===== config.mk =====
export PLATFORM = sky130hd
export DESIGN_NAME = lwe_dot_acc
export DESIGN_NICKNAME = d
export VERILOG_FILES = /design/src/rtl/lwe_dot_acc.sv
export SDC_FILE = /design/constraint.sdc
export NUM_CORES = 1
export LEC_CHECK = 0
export ABC_AREA = 1
export CAP_MARGIN = 20
export CORE_MARGIN = 3
export CORE_UTILIZATION = 50
export DETAILED_ROUTE_END_ITERATION = 10
export PLACE_DENSITY_LB_ADDON = 0.1
export SYNTH_ARGS = -nofsm -noshare
export SYNTH_HDL_FRONTEND = slang
export SYNTH_SLANG_ARGS = --single-unit

===== constraint.sdc =====
create_clock -name clk -period 5.8 [get_ports clk]
set_input_delay 1.16 -clock clk [delete_from_list [all_inputs] [get_ports clk]]
set_output_delay 1.16 -clock clk [all_outputs]
set_load 0.05 [all_outputs]

===== src/rtl/lwe_dot_acc.sv =====
// lwe_dot_acc: signed dot-product accumulator producing the LWE body
// b = sum(+/- a_i*s_i) + e over N_TERMS products, modulo 2^DATA_WIDTH.
//
// Ports:
//   clk, rst             clock, asynchronous active-high reset
//   in_valid/in_ready    product handshake (products dropped when in_ready=0)
//   in_data, in_neg      product word and subtract flag
//   noise                error sample, captured in the FIN cycle
//   out_valid/out_ready  result handshake
//   out_data             LWE body, stable while out_valid is high
module lwe_dot_acc #(
    parameter int DATA_WIDTH = 32,
    parameter int n_WIDTH    = 8,
    parameter int N_TERMS    = 16
) (
    input  logic                  clk,
    input  logic                  rst,
    input  logic                  in_valid,
    input  logic [DATA_WIDTH-1:0] in_data,
    input  logic                  in_neg,
    output logic                  in_ready,
    input  logic [DATA_WIDTH-1:0] noise,
    output logic                  out_valid,
    output logic [DATA_WIDTH-1:0] out_data,
    input  logic                  out_ready
);

    typedef enum logic [1:0] {
        ACC = 2'd0,
        FIN = 2'd1,
        OUT = 2'd2
    } state_t;

    localparam logic [n_WIDTH-1:0] LAST = n_WIDTH'(N_TERMS - 1);

    state_t                  state_q, state_d;
    logic [DATA_WIDTH-1:0]   acc_q, acc_d;
    logic [n_WIDTH-1:0]      count_q, count_d;
    logic [DATA_WIDTH-1:0]   out_data_q, out_data_d;
    logic                    in_ready_q, in_ready_d;
    logic                    out_valid_q, out_valid_d;

    always_ff @(posedge clk or posedge rst) begin
        if (rst) begin
            state_q     <= ACC;
            acc_q       <= '0;
            count_q     <= '0;
            out_data_q  <= '0;
            in_ready_q  <= 1'b1;
            out_valid_q <= 1'b0;
        end else begin
            state_q     <= state_d;
            acc_q       <= acc_d;
            count_q     <= count_d;
            out_data_q  <= out_data_d;
            in_ready_q  <= in_ready_d;
            out_valid_q <= out_valid_d;
        end
    end

    always_comb begin
        state_d    = state_q;
        acc_d      = acc_q;
        count_d    = count_q;
        out_data_d = out_data_q;
        unique case (state_q)
            ACC: begin
                if (in_valid) begin
                    acc_d = in_neg ? (acc_q - in_data)
                                   : (acc_q + in_data);
                    if (count_q == LAST) begin
                        // Counter clears here so it never reaches N_TERMS.
                        count_d = '0;
                        state_d = FIN;
                    end else begin
                        count_d = count_q + 1'b1;
                    end
                end
            end
            FIN: begin
                out_data_d = acc_q + noise;
                state_d    = OUT;
            end
            OUT: begin
                if (out_ready) begin
                    acc_d   = '0;
                    count_d = '0;
                    state_d = ACC;
                end
            end
            default: begin
                state_d = ACC;
            end
        endcase
        // Handshake flags are registered copies of the next state, so
        // no input reaches an output combinationally.
        in_ready_d  = (state_d == ACC);
        out_valid_d = (state_d == OUT);
    end

    assign in_ready  = in_ready_q;
    assign out_valid = out_valid_q;
    assign out_data  = out_data_q;

endmodule


==> results.md <==
* Post-Synthesis Cells at roughly 1.4k
* TNS Setup at 0 ps
* CTS Root Cell: clkbuf_16
* Max Buffers Root-to-Sink at 2
* Initial antenna violation count at 0
* Gr ovfl total at 0
* Static Leak at 0.00554 uW
* GR Layer Usage met1 at 0.347
* Setup Fix Bufs, Post-CTS at 0
* Drt wl/cell at roughly 14 um
* Cts hold-fix bufs at 0
* Final layout net count at around 1.7k
* Area added between synthesis and finish at 18.9%
* PnR worst setup slack at approximately 1600 ps
* Row count at 46
* Setup CP Type: in2reg
* Pint at ~2400 uW
* Highest clock rate at roughly 0.24 GHz
* Hold Path Sink: out_data[23]
* N_diodes at 0
* Synthesized area per cell at between 5 and 6 um2
* Worst EP required at 6030 ps
* R2R Path Start: state_q[0]
* Final Hold Viols at 0
* GRT met3 Usage at 0.0363
* Core area at roughly 16000 um2
* Clock Latency Late Sink at between 300 and 400 ps
* PD cells at ~500 nW/um2
* Gate power share at 0.682
* Die H at roughly 140 um
* Cts bufs inserted at 9
* Initial Util at 0.522
* Buffers on Ports at 102
* Most frequent cells in the layout: nand2_1 (554), inv_1 (237), nor2_1 (125)
* Grt met2 use at 0.441
* Sw Ratio at 0.534
* R2R Setup Slk at ~3400 ps
* NetSw at approximately 2700 uW
* Worst-path clk slew at roughly 60 ps
* Clk pwr share at 0.122
* Hold depth at 2
* Tmin final at slightly above 4000 ps
* Total number of vias at about 9k
* Final core occ at 0.620
* Hold wc startpoint: out_data[23]
* Tcrit/Tclk final at 0.716
* Worst slew pin tran at slightly above 1000 ps
* Crit path DAT at 4380 ps
* DP HPWL at a little under 20 mm
* Die Area at 18500 um2
* RSZ-0062 raised after global routing: false
* Reg2Reg Depth at 7
* Vias in the first global route at between 8k and 9k
* Post-route insts no fill at 1756
* Vias per cell at approximately 5
* Sequential share of power at 0.196
* IO Pins at 103
* Outcome: complete, no violations
* Share of layout cells above drive strength 1 at 0.0448
* Antenna-violating nets left at 0
* Seq/Total Area, Yosys at 0.226
* Peak supply drop at 0.235 mV
* Post-synthesis cell type count at 42
* CTS tree: built
* Max-cap violations at 0
* Die Wd at roughly 140 um
* Slew Viols, Final at 0
* Min-delay worst type: reg2reg
* Syn Nets at approximately 1.6k
* Relative slew slack at 0.315
* First-pass DRT Iterations at 5
* Commonest non-fill, non-tap cell in the layout: nand2_1
* Fin Hold WS at around 470 ps
* DR iter-0 viols at 521
* Final wirelength at roughly 24 mm
* Syn. warnings at 0
* Gr busiest metal: met2
* Num Clock Sinks at 76
* Setup slack at placement at between 1000 and 1500 ps
* Largest net degree at the start of global routing at 50
* CP endpoint kind: flop
* GP Congestion at about 0.95
* First-pass GRT wire length at between 30 and 40 mm
* Fin Clk Skew at around 15 ps
* #FFs+latches synth at 76
* Reg-to-Reg End: count_q[4]
* Final Setup Violations at 0
* Placed insts at 1740
* Synthesized area at around 8400 um2
* Tot GR Track Use at 0.262
* Post-CTS sizing at 0
* # DRC at 0
* Fillers at about 1.6k
* H-tree levels at 3
* Crit path max fanout at 18
* Setup crit start kind: input port
[sequential cells by signal, indices dropped and copies added (netlist names)]
| register | flops |
|---|---|
| acc_q | 32 |
| out_data | 32 |
| count_q | 8 |
| state_q | 2 |
| in_ready | 1 |
| out_valid | 1 |
[worst max path at each step]
stage | startpoint | endpoint | slack (ps) | depth (start not counted)
final | in_neg | acc_q[25] | 1650 | 14
after global routing | in_neg | acc_q[26] | 1440 | 15
after CTS | in_neg | acc_q[25] | 1730 | 14
after detailed placement | in_neg | acc_q[26] | 1400 | 15
after global placement | in_neg | acc_q[26] | 1390 | 15
after floorplan | in_data[0] | acc_q[27] | 2480 | 17
[critical path: stages]
cell,delay (ps)
clkdlybuf4s50_1,890
inv_2,290
nand2_2,200
o21ai_0,120
xor2_1,210
ha_1,410
nand2_1,120
nor2_1,230
and2_1,220
nand3_1,180
nand3_1,130
nand2_1,70
nand3_1,80
nand2_1,70
[kinds of logic (layout without fill, tap and decap cells)]
family / Yosys count / count (layout) / synth area share
simple gates: 854 / 854 / 0.426
buf+inv: 259 / 364 / 0.116
xor+xnor: 37 / 37 / 0.0384
compound gates: 143 / 143 / 0.0946
flops: 76 / 76 / 0.226
fa+ha+maj: 66 / 66 / 0.0996
[area by class of cell]
cell class              count  area, um2  share of cell area
flip-flops and latches     76       1900               0.190
clock buffers              10        239              0.0238
multi-input cells        1100       5550               0.554
clock inverters             5       85.1             0.00848
well taps                 216        270              0.0269
inverters                 244        916              0.0913
repair buffers            105       1060               0.106
[through the flow]
| stage | cell area [um2] | power [uW] |
|---|---|---|
| floorplan | 8440 | 3480 |
| global placement | 9680 | 4320 |
| detailed placement | 9680 | 4370 |
| CTS | 10000 | 5010 |
| global route | 10000 | 5550 |
| finish | 10000 | 5040 |
[Yosys cell counts, drive strengths merged]
cell type  count  area, um2
a31oi          3       18.8
clkbuf         5       18.8
a21o           4       30.0
buf           10       47.6
dfrtp         75       1880
xor2          21        184
a32oi          1       8.76
and3           1       6.26
fa             2       40.0
a21oi         63        315
and2           3       18.8
xnor2         16        140
nor2         137        569
o41ai          1       8.76
nand4         14       87.6
o31ai          8       60.1
inv          244        916
o211ai         1       7.51
nand3b        11       82.6
o21a           2       15.0
or2            7       43.8
ha            64        801
o21ai         51        267
nand2        568       2170
nand3        103        543
dfstp          1       26.3
nor3           9       60.1
o21bai         7       52.6
a21boi         2       15.0
nor3b          1       12.5
[power by group through the flow]
stage / registers, uW / logic, uW / clock network, uW
floorplan: 1250 / 2230 / 0
global placement: 984 / 3340 / 0
detailed placement: 994 / 3380 / 0
CTS: 986 / 3400 / 627
global route: 1020 / 3880 / 647
finish: 989 / 3440 / 617
[per-layer routing]
layer / wire [um] / share of wire
met4: 783 / 0.033
met1: 11000 / 0.46
met2: 10800 / 0.45
met5: 0 / 0
met3: 1170 / 0.049
(Power assumes the default switching activity.)
